$ cat config.mk
export PLATFORM = sky130hd
export DESIGN_NAME = dsp_slice_scheduler
export DESIGN_NICKNAME = d
export VERILOG_FILES = /design/src/rtl/dsp_sched_pkg.sv /design/src/rtl/dsp_slice_scheduler_arbiter.sv /design/src/rtl/dsp_slice_scheduler.sv
export SDC_FILE = /design/constraint.sdc
export NUM_CORES = 1
export LEC_CHECK = 0
export CAP_MARGIN = 20
export CORE_AREA = 8 8 237 239
export CTS_CLUSTER_DIAMETER = 40
export DETAILED_ROUTE_END_ITERATION = 6
export DIE_AREA = 0 0 245 247
export PLACE_DENSITY = 0.48
export SETUP_SLACK_MARGIN = 0.4
export SLEW_MARGIN = 10
export SYNTH_ARGS = -nofsm -noshare
export SYNTH_HDL_FRONTEND = slang
export SYNTH_HIERARCHICAL = 1
export SYNTH_SLANG_ARGS = --single-unit
$ cat constraint.sdc
create_clock -name clk -period 11.5 [get_ports clk]
set_clock_uncertainty 0.1 [all_clocks]
set_input_delay 2.3 -clock clk [delete_from_list [all_inputs] [get_ports clk]]
set_output_delay 2.3 -clock clk [all_outputs]
set_load 0.02 [all_outputs]
$ cat src/rtl/dsp_sched_pkg.sv
// dsp_sched_pkg: shared widths, latencies, FSM states and tag type for the DSP slice scheduler
package dsp_sched_pkg;

    localparam int A_W       = 18;
    localparam int C_W       = 48;
    localparam int P_W       = 48;
    localparam int SLICE_LAT = 4;
    localparam int C_SKEW    = 2;
    localparam int TAG_ID_W  = 3;

    typedef enum logic [1:0] {IDLE, RUN, DRAIN} sched_state_t;

    typedef struct packed {
        logic                valid;
        logic [TAG_ID_W-1:0] id;
    } tag_t;

endpackage

$ cat src/rtl/dsp_slice_scheduler_arbiter.sv
// dsp_rr_arbiter: one-hot round-robin grant after last_grant; prio_en lets requester 0 pre-empt (driven under DSP_SCHED_PRIO_EN)
module dsp_rr_arbiter
    import dsp_sched_pkg::*;
#(
    parameter int NUM_REQ = 4,
    parameter int ID_W    = $clog2(NUM_REQ)
) (
    input  logic [NUM_REQ-1:0] req,
    input  logic [ID_W-1:0]    last_grant,
    input  logic               prio_en,
    output logic [NUM_REQ-1:0] gnt
);

    logic [ID_W-1:0] idx;
    logic            found;

    // first active requester after last_grant wins; requester 0 is taken out of the rotation when it has priority
    always_comb begin
        gnt   = '0;
        found = 1'b0;
        idx   = '0;
        for (int i = 1; i <= NUM_REQ; i++) begin
            idx = ID_W'((int'(last_grant) + i) % NUM_REQ);
            if (!found && req[idx] && !(prio_en && idx == '0)) begin
                gnt[idx] = 1'b1;
                found    = 1'b1;
            end
        end
        if (prio_en && req[0]) gnt = NUM_REQ'(1);
    end

endmodule

$ cat src/rtl/dsp_slice_scheduler.sv
// dsp_slice_scheduler: round-robin sharing of one 4-stage multiply-add slice; DSP_SCHED_PRIO_EN gives requester 0 strict priority
module dsp_slice_scheduler
    import dsp_sched_pkg::*;
#(
    parameter int NUM_REQ = 4,
    parameter int ID_W    = $clog2(NUM_REQ)
) (
    input  logic                   clk,
    input  logic                   rst_n,
    input  logic                   sched_en,
    input  logic [NUM_REQ-1:0]     req_valid,
    output logic [NUM_REQ-1:0]     req_ready,
    input  logic [NUM_REQ*A_W-1:0] req_a,
    input  logic [NUM_REQ*A_W-1:0] req_b,
    input  logic [NUM_REQ*A_W-1:0] req_d,
    input  logic [NUM_REQ*C_W-1:0] req_c,
    output logic [A_W-1:0]         dsp_a,
    output logic [A_W-1:0]         dsp_b,
    output logic [A_W-1:0]         dsp_d,
    output logic [C_W-1:0]         dsp_c,
    input  logic [P_W-1:0]         dsp_p,
    output logic [NUM_REQ-1:0]     rsp_valid,
    output logic [P_W-1:0]         rsp_p,
    output logic                   busy
);

    sched_state_t    state_q, state_d;
    logic [ID_W-1:0] last_q, last_d, gid;
    logic [2:0]      cnt_q, cnt_d;
    logic [A_W-1:0]  a_q, a_d, b_q, b_d, d_q, d_d;
    logic [C_W-1:0]  c_d;
    logic [C_W-1:0]  c_q [C_SKEW+1];
    tag_t            tag_d;
    tag_t            tag_q [SLICE_LAT+1];
    logic [NUM_REQ-1:0] gnt;
    logic            xfer, rsp_any, prio_en;

`ifdef DSP_SCHED_PRIO_EN
    assign prio_en = 1'b1;
`else
    assign prio_en = 1'b0;
`endif

    dsp_rr_arbiter #(.NUM_REQ(NUM_REQ), .ID_W(ID_W)) u_arb (
        .req        (req_valid),
        .last_grant (last_q),
        .prio_en    (prio_en),
        .gnt        (gnt)
    );

    assign req_ready = (state_q == RUN && sched_en) ? gnt : '0;

    // mux the granted operands into the slice registers; bubbles load zeros
    always_comb begin
        a_d = '0;
        b_d = '0;
        d_d = '0;
        c_d = '0;
        gid = '0;
        for (int i = 0; i < NUM_REQ; i++) begin
            if (req_ready[i]) begin
                a_d = req_a[i*A_W +: A_W];
                b_d = req_b[i*A_W +: A_W];
                d_d = req_d[i*A_W +: A_W];
                c_d = req_c[i*C_W +: C_W];
                gid = ID_W'(i);
            end
        end
        xfer       = |(req_ready & req_valid);
        tag_d.valid = xfer;
        tag_d.id    = xfer ? TAG_ID_W'(gid) : '0;
        last_d     = (xfer && !(prio_en && gid == '0)) ? gid : last_q;
    end

    // decode the oldest chain stage into a one-hot result strobe
    always_comb begin
        rsp_valid = '0;
        for (int i = 0; i < NUM_REQ; i++) rsp_valid[i] = tag_q[SLICE_LAT].valid && tag_q[SLICE_LAT].id == TAG_ID_W'(i);
    end

    // in-flight accounting and IDLE/RUN/DRAIN sequencing; uses the post-update count so busy drops with the move to IDLE
    always_comb begin
        rsp_any = tag_q[SLICE_LAT].valid;
        cnt_d   = cnt_q + 3'(xfer) - 3'(rsp_any);
        state_d = state_q;
        case (state_q)
            IDLE:    state_d = sched_en ? RUN : IDLE;
            RUN:     state_d = sched_en ? RUN : (cnt_d != '0 ? DRAIN : IDLE);
            DRAIN:   state_d = sched_en ? RUN : (cnt_d == '0 ? IDLE : DRAIN);
            default: state_d = IDLE;
        endcase
    end

    // state, operand registers and the tag/C chain; stage s holds the op accepted s edges ago
    always_ff @(posedge clk or negedge rst_n) begin
        if (!rst_n) begin
            state_q <= IDLE;
            last_q  <= ID_W'(NUM_REQ-1);
            cnt_q   <= '0;
            a_q     <= '0;
            b_q     <= '0;
            d_q     <= '0;
            for (int s = 0; s <= SLICE_LAT; s++) tag_q[s] <= '0;
            for (int s = 0; s <= C_SKEW; s++) c_q[s] <= '0;
        end else begin
            state_q  <= state_d;
            last_q   <= last_d;
            cnt_q    <= cnt_d;
            a_q      <= a_d;
            b_q      <= b_d;
            d_q      <= d_d;
            tag_q[0] <= tag_d;
            for (int s = 1; s <= SLICE_LAT; s++) tag_q[s] <= tag_q[s-1];
            c_q[0]   <= c_d;
            for (int s = 1; s <= C_SKEW; s++) c_q[s] <= c_q[s-1];
        end
    end

    assign dsp_a = a_q;
    assign dsp_b = b_q;
    assign dsp_d = d_q;
    assign dsp_c = c_q[C_SKEW];
    assign rsp_p = dsp_p;
    assign busy  = (cnt_q != '0) || (state_q != IDLE);

endmodule

==> impl_metrics.yaml, run 1 <==
timing:
  max_slew.worst_pin.slew_ns: 1.05
  holdWs_ns: 0.238
  setup_ws_ns: 3.47
  finalCritPeriodShare: 0.698
  fmax_ghz: 0.125
  grt_setup_unrepaired: "no"
  final-hold-violation-count: 0
  finalSetupViolations: 0
  timing.setup.tns_ns: 0
  max-slew-margin-rel: 0.302
  report.final.slew_viol_count: 0
  layout_min_cycle_time_ns: 8.03
layout:
  finalNetCount: 1944
  drive_above_1_share: 0.0737
  fin_area_sq_um: 17400
  syn_to_final_growth_pct: 62.6
  fillcell_total: 5357
yosys:
  async_flop_share: 1.00
  synth_area_sq_um: 10700
  synth-seq-area-share: 0.516
  synthesis.yosys.warnings: 6
  number_of_enable_flip_flop_cells_after_synthesis: 0
  syn-num-nets: 1540
  ys_dominant_reg_cell: "sky130_fd_sc_hd__dfrtp_1"
  synthesis.instances: 1066
  synthDistinctLibCells: 48
  synth_seq_cells: 220
  avgSynthCellArea_sq_um: 10.0
detailed_routing:
  totalWireLength_microns: 46000
  postRouteAntennaNets: 0
  highest_layer: "met4"
  via_per_inst: 4.31
  detail_route.first_pass.iterations: 5
  wl_met2_microns: 22700
  wl_per_cell_microns: 21.0
  remaining_drc_errors: 0
  wl_met3_microns: 3610
  num_vias: 9458
  detail_route.iter0.violations: 519
  drt-met1-wl_microns: 18400
floorplan:
  initial_utilization: 0.204
  die-area_sq_um: 60500
  placement_rows: 84
  floorplan.io_pins: 622
  die_x_microns: 245
  core_area_sq_um: 52200
  die-height_microns: 247
cts:
  insertion_delay_ns: 0.55
  cts_htree_levels: 2
  cts_resized: 0
  tritoncts: "done"
  cts.sink_count: 220
  cts_inserted_buffers: 48
  ctsRootBufferMaster: "sky130_fd_sc_hd__clkbuf_16"
  post-cts-setup-buffer-count: 0
  cts_max_path_buffers: 3
  ctsHoldBuffers: 0
  clk_pin_slew_ns: 0.05
worst_setup_path:
  critical_path_arrival_ns: 5.63
  timing.critical_path.cells: "clkdlybuf4s50_1, mux4_2, nand2_1, o21ai_0, a21oi_1, a221o_4, inv_1, nor2_1, clkdlybuf4s50_1"
  crit_path_top_delay_cell: "sky130_fd_sc_hd__clkdlybuf4s50_1"
  path_class: "in -> out"
  timing.critical_path.slowest_cell_delay_ns: 0.67
  critPathCaptureType: "output pin"
  startpoint_kind_of_the_worst_setup_timing_path: "input port"
  timing.critical_path.mode_cell: "sky130_fd_sc_hd__clkdlybuf4s50_1"
  critical_path_required_ns: 9.10
  path_max_fanout: 60
power_and_ir_drop:
  report.power.total_mw: 4.83
  max-vdd-ir-drop_uv: 137
  p_per_area_nw_per_um2: 278
  power.leakage_nw: 7.10
placement:
  place_worst_setup_slack_ns: 3.48
  port_buffers: 525
  hpwlAfterDp_microns: 34000
  placed_area_sq_um: 15800
  finalWeightedCongestion: 0.819
global_routing:
  number_of_global_route_vias_before_repair: 10059
  largest_net_degree_at_the_start_of_global_routing: 102
  number_of_antenna_violations_at_the_first_check_in_global_routing: 3
  grt_use_total: 0.143
  total_overflow_reported_by_the_global_router: 0
  grt_first_pass_wirelength_microns: 65500
worst_hold_path:
  hold_path.class: "reg -> reg"
outcome:
  outcome: "completed"
flow_run:
  maxCapViolations: 0
metal layers:
layer	vias to the layer above	track usage
met5	-	0
met4	0	0.0571
met3	72	0.0520
met2	397	0.235
met1	4521	0.167
li1	4468	-
cell usage after synthesis, types with 3 or more instances:
| master | instances | area [sq um] |
|---|---|---|
| sky130_fd_sc_hd__nor2_1 | 7 | 26.3 |
| sky130_fd_sc_hd__a32o_1 | 85 | 851 |
| sky130_fd_sc_hd__a21oi_1 | 141 | 706 |
| sky130_fd_sc_hd__buf_1 | 10 | 37.5 |
| sky130_fd_sc_hd__mux2i_1 | 5 | 50.1 |
| sky130_fd_sc_hd__inv_1 | 45 | 169 |
| sky130_fd_sc_hd__nand2_1 | 111 | 417 |
| sky130_fd_sc_hd__nand2b_1 | 86 | 538 |
| sky130_fd_sc_hd__nand3b_1 | 18 | 135 |
| sky130_fd_sc_hd__dfrtp_1 | 218 | 5460 |
| sky130_fd_sc_hd__and2_1 | 5 | 31.3 |
| sky130_fd_sc_hd__ha_1 | 10 | 125 |
| sky130_fd_sc_hd__nor4b_1 | 3 | 26.3 |
| sky130_fd_sc_hd__o21ai_0 | 87 | 435 |
| sky130_fd_sc_hd__xnor2_1 | 3 | 26.3 |
| sky130_fd_sc_hd__a221o_1 | 20 | 200 |
| sky130_fd_sc_hd__buf_4 | 96 | 721 |
| sky130_fd_sc_hd__buf_2 | 24 | 120 |
| sky130_fd_sc_hd__clkbuf_1 | 48 | 180 |
| sky130_fd_sc_hd__nand3_1 | 3 | 15.0 |
| sky130_fd_sc_hd__buf_6 | 5 | 56.3 |
cell type report:
cell class                 instances  area [sq um]  share of cell area
tap                              688           861              0.0496
clock buffer                      55          1270              0.0730
inverter                          45           169             0.00972
multi-input combinational        618          3930               0.226
timing repair buffer             537          5350               0.308
sequential                       220          5510               0.317
clock inverter                    32           284              0.0164
antenna                            1          2.50            0.000144
cells by family (layout without fill, tap and decap cells):
logic type	after synthesis	count (layout)	synth area share
AOI/OAI and AO/OA	349	349	0.218
xor gates and xnor gates	3	3	0.00246
adders and majority gates	11	11	0.0136
buffers and inverters	228	669	0.120
DFF	220	220	0.516
muxes	9	9	0.0103
other	1	2	0.000351
and+or+nand+nor	245	245	0.119
per-stage QoR:
step / cells / utilization
detailed placement: 2108 / 0.303
global route: 2196 / 0.333
global placement: 2108 / 0.303
CTS: 2195 / 0.332
finish: 2196 / 0.333
floorplan: 1066 / -
registers in the layout, summed over array words and instances, names as in the netlist, 2 cells and up:
| signal | cells |
|---|---|
| dsp_d | 18 |
| c_q | 96 |
| tag_q | 14 |
| cnt_q | 3 |
| dsp_c | 48 |
| dsp_b | 18 |
| dsp_a | 18 |
| last_q | 2 |
| state_q | 2 |
worst max-delay path: cells and delay by family:
| kind | cells | cell delay (ns) |
|---|---|---|
| simple gates | 2 | 0.33 |
| buf+inv | 3 | 1.35 |
| mux | 1 | 0.54 |
| compound gates | 3 | 1.10 |
final timing paths:
kind | from | end | slack [ns] | cells after the start
max in group asynchronous | rst_n | dsp_c[31] | 8.15 | 2
max reg2reg | last_q[0] | state_q[1] | 5.93 | 18
max | req_valid[1] | req_ready[2] | 3.47 | 9
min | c_q[86] | dsp_c[38] | 0.24 | 0
min in group asynchronous | rst_n | c_q[99] | 1.65 | 1
min reg2reg | c_q[86] | dsp_c[38] | 0.24 | 0
placed cells by master, fill, tap and decap left out, types with 2 or more instances in the layout:
cell	instances
sky130_fd_sc_hd__a21boi_0	2
sky130_fd_sc_hd__a21oi_1	141
sky130_fd_sc_hd__a221o_1	17
sky130_fd_sc_hd__a221o_4	3
sky130_fd_sc_hd__a22oi_1	2
sky130_fd_sc_hd__a31oi_1	2
sky130_fd_sc_hd__a32o_1	85
sky130_fd_sc_hd__and2_1	5
sky130_fd_sc_hd__and3_1	2
sky130_fd_sc_hd__buf_4	12
sky130_fd_sc_hd__clkbuf_1	4
sky130_fd_sc_hd__clkbuf_16	49
sky130_fd_sc_hd__clkbuf_8	2
sky130_fd_sc_hd__clkdlybuf4s50_1	524
sky130_fd_sc_hd__clkinv_2	6
sky130_fd_sc_hd__clkinv_4	6
sky130_fd_sc_hd__clkinvlp_4	2
sky130_fd_sc_hd__dfrtp_1	218
sky130_fd_sc_hd__dfstp_2	2
sky130_fd_sc_hd__ha_1	10
sky130_fd_sc_hd__inv_1	45
sky130_fd_sc_hd__inv_6	14
sky130_fd_sc_hd__inv_8	3
sky130_fd_sc_hd__mux2_2	2
sky130_fd_sc_hd__mux2i_1	5
sky130_fd_sc_hd__nand2_1	111
sky130_fd_sc_hd__nand2b_1	86
sky130_fd_sc_hd__nand3_1	3
sky130_fd_sc_hd__nand3b_1	18
sky130_fd_sc_hd__nor2_1	7
sky130_fd_sc_hd__nor2b_1	2
sky130_fd_sc_hd__nor4_1	2
sky130_fd_sc_hd__nor4b_1	3
sky130_fd_sc_hd__o21ai_0	87
sky130_fd_sc_hd__xnor2_1	3
power by group:
group / leakage [nW] / internal [mW] / total [mW] / switching (mW)
registers: 3.00 / 1.07 / 1.17 / 0.102
clock network: 0.767 / 0.830 / 1.31 / 0.482
logic: 3.34 / 0.928 / 2.34 / 1.41
total: 7.10 / 2.83 / 4.83 / 2.00
Power figures use the tool's default switching activity.
==> run 2: changes to the inputs <==
--- a/config.mk
+++ b/config.mk
@@ -6,11 +6,11 @@
 export NUM_CORES = 1
 export LEC_CHECK = 0
 export CAP_MARGIN = 20
-export CORE_AREA = 8 8 237 239
+export CORE_AREA = 8 8 239 241
 export CTS_CLUSTER_DIAMETER = 40
 export DETAILED_ROUTE_END_ITERATION = 6
-export DIE_AREA = 0 0 245 247
-export PLACE_DENSITY = 0.48
+export DIE_AREA = 0 0 247 249
+export PLACE_DENSITY = 0.47
 export SETUP_SLACK_MARGIN = 0.4
 export SLEW_MARGIN = 10
 export SYNTH_ARGS = -nofsm -noshare
==> constraint.sdc (replaced) <==
create_clock -name clk -period 8.1 [get_ports clk]
set_clock_uncertainty 0.1 [all_clocks]
set_input_delay 1.62 -clock clk [delete_from_list [all_inputs] [get_ports clk]]
set_output_delay 1.62 -clock clk [all_outputs]
set_load 0.02 [all_outputs]
==> run 2 against run 1 <==
Net effect: setup slack worse by 1.6 ns; largest cell class unchanged; critical path depth unchanged; final area up 1.7%; utilization down 0.11 points; combinational power up 43%; clock power up 64%; global-route usage up 0.12 points; sequential cell count unchanged.
==> impl_metrics.yaml, run 2 (same netlist as run 1, synthesis figures left out) <==
outcome:
  outcome: "completed"
worst_setup_path:
  timing.critical_path.max_delay_family: "buffers and inverters"
  critPathCaptureType: "output pin"
  path_max_fanout: 6
  worst_r2r_endpoint: "state_q[1]"
  path_class: "in -> out"
  timing.critical_path.cells: "clkdlybuf4s50_1, mux2i_1, a2111oi_1, a41oi_1, a211oi_2, a221o_4, inv_1, nor2_1, clkdlybuf4s50_1"
  crit_path_top_delay_cell: "sky130_fd_sc_hd__clkdlybuf4s50_1"
  timing.reg2reg.worst_path_depth: 18
  worst-path-stages: 9
  rr_startpoint: "last_q[0]"
  critical_path_required_ns: 6.38
  crit_buf_inv: 3
  startpoint: "req_valid[0]"
  timing.critical_path.slowest_cell_delay_ns: 0.75
  critical_path_arrival_ns: 4.48
  startpoint_kind_of_the_worst_setup_timing_path: "input port"
  r2r_slack_ns: 2.83
  timing.critical_path.mode_cell: "sky130_fd_sc_hd__clkdlybuf4s50_1"
  endpoint: "req_ready[2]"
layout:
  fin_area_sq_um: 17700
  finalNetCount: 1947
  utilization: 0.331
  fillcell_total: 5445
  layoutNonFillerInstCount: 2213
  largest_register: "c_q"
  mostFrequentLayoutCell: "sky130_fd_sc_hd__clkdlybuf4s50_1"
  syn_to_final_growth_pct: 65.3
  layout.cells.most_common_list: "sky130_fd_sc_hd__clkdlybuf4s50_1 (524), sky130_fd_sc_hd__dfrtp_1 (218), sky130_fd_sc_hd__a21oi_1 (141), sky130_fd_sc_hd__nand2_1 (111), sky130_fd_sc_hd__o21ai_0 (87)"
  flip_flop_count_of_the_largest_register_all_copies_and_words_added: 96
  drive_above_1_share: 0.0779
cts:
  post-cts-setup-buffer-count: 0
  cts_inserted_buffers: 51
  cts_htree_levels: 2
  cts_max_path_buffers: 3
  ctsHoldBuffers: 0
  ctsRootBufferMaster: "sky130_fd_sc_hd__clkbuf_16"
  insertion_delay_ns: 0.55
  tritoncts: "done"
  clk_pin_slew_ns: 0.05
  cts.sink_count: 220
  cts_resized: 0
power_and_ir_drop:
  report.power.total_mw: 7.16
  cell_internal_power_mw: 4.30
  pwr-share-seq: 0.233
  p_sw_frac: 0.399
  netsw_mw: 2.85
  max-vdd-ir-drop_uv: 311
  power.share.combinational: 0.467
  clock_power_share: 0.300
  power.leakage_nw: 7.23
  p_per_area_nw_per_um2: 405
timing:
  layout_min_cycle_time_ns: 6.20
  fmax_ghz: 0.161
  final-hold-violation-count: 0
  grt_setup_unrepaired: "no"
  max-slew-margin-rel: 0.297
  finalSetupViolations: 0
  timing.setup.tns_ns: 0
  report.final.slew_viol_count: 0
  finalCritPeriodShare: 0.766
  max_slew.worst_pin.slew_ns: 1.05
floorplan:
  die-height_microns: 249
  die_x_microns: 247
  core_area_sq_um: 53300
  die-area_sq_um: 61500
  floorplan.io_pins: 622
  placement_rows: 85
  initial_utilization: 0.200
detailed_routing:
  via_per_inst: 4.36
  drt-met1-wl_microns: 19100
  remaining_drc_errors: 0
  totalWireLength_microns: 46400
  detail_route.first_pass.iterations: 4
  wl_per_cell_microns: 21.0
  num_vias: 9646
  detail_route.iter0.violations: 558
  highest_layer: "met5"
  postRouteAntennaNets: 0
  wl_met3_microns: 3500
  wl_met2_microns: 22500
placement:
  finalWeightedCongestion: 0.801
  placed_area_sq_um: 15800
  placedCellCount: 2116
  port_buffers: 525
  hpwlAfterDp_microns: 34700
flow_run:
  maxCapViolations: 0
global_routing:
  grt_use_total: 0.144
  grt_first_pass_wirelength_microns: 67200
  largest_net_degree_at_the_start_of_global_routing: 114
  total_overflow_reported_by_the_global_router: 0
  number_of_antenna_violations_at_the_first_check_in_global_routing: 7
  number_of_global_route_vias_before_repair: 10254
worst_hold_path:
  hold_path.class: "reg -> reg"
  hold_start: "c_q[108]"
==> run 2: metrics by stage <==
stage               setup slack, ns  hold WS [ns]
floorplan                      2.53         0.231
global placement               1.88         0.232
detailed placement             1.80         0.235
CTS                            1.92         0.234
finish                         1.90         0.237
global route                   1.69         0.246
==> run 2: per-layer routing <==
layer | up-vias | global-route usage
met5 | - | 0
met4 | 4 | 0.0486
met3 | 74 | 0.0460
met2 | 416 | 0.238
met1 | 4657 | 0.174
li1 | 4495 | -
==> run 2: worst min path at each step <==
stage	depth (start not counted)	slack (ns)	to
after global routing	0	0.25	dsp_c[25]
after detailed placement	0	0.23	c_q[52]
after global placement	0	0.23	c_q[88]
final	0	0.24	c_q[60]
after CTS	0	0.23	c_q[60]
after floorplan	0	0.23	c_q[48]
==> run 2: power by group through the flow <==
| stage | Clock [mW] | Sequential [mW] | Combinational (mW) |
|---|---|---|---|
| floorplan | 0 | 1.78 | 2.08 |
| global placement | 0 | 1.68 | 3.36 |
| detailed placement | 0 | 1.69 | 3.38 |
| CTS | 2.21 | 1.68 | 3.39 |
| global route | 2.27 | 1.72 | 3.65 |
| finish | 2.15 | 1.67 | 3.34 |
==> run 2: cell type report <==
cell class	count	area, sq um	share of cell area
clock inverter	33	428	0.0242
antenna	2	5.00	0.000283
inverter	45	169	0.00957
clock buffer	62	1390	0.0787
timing repair buffer	537	5360	0.304
sequential	220	5510	0.312
multi-input combinational	618	3930	0.222
tap	696	871	0.0493
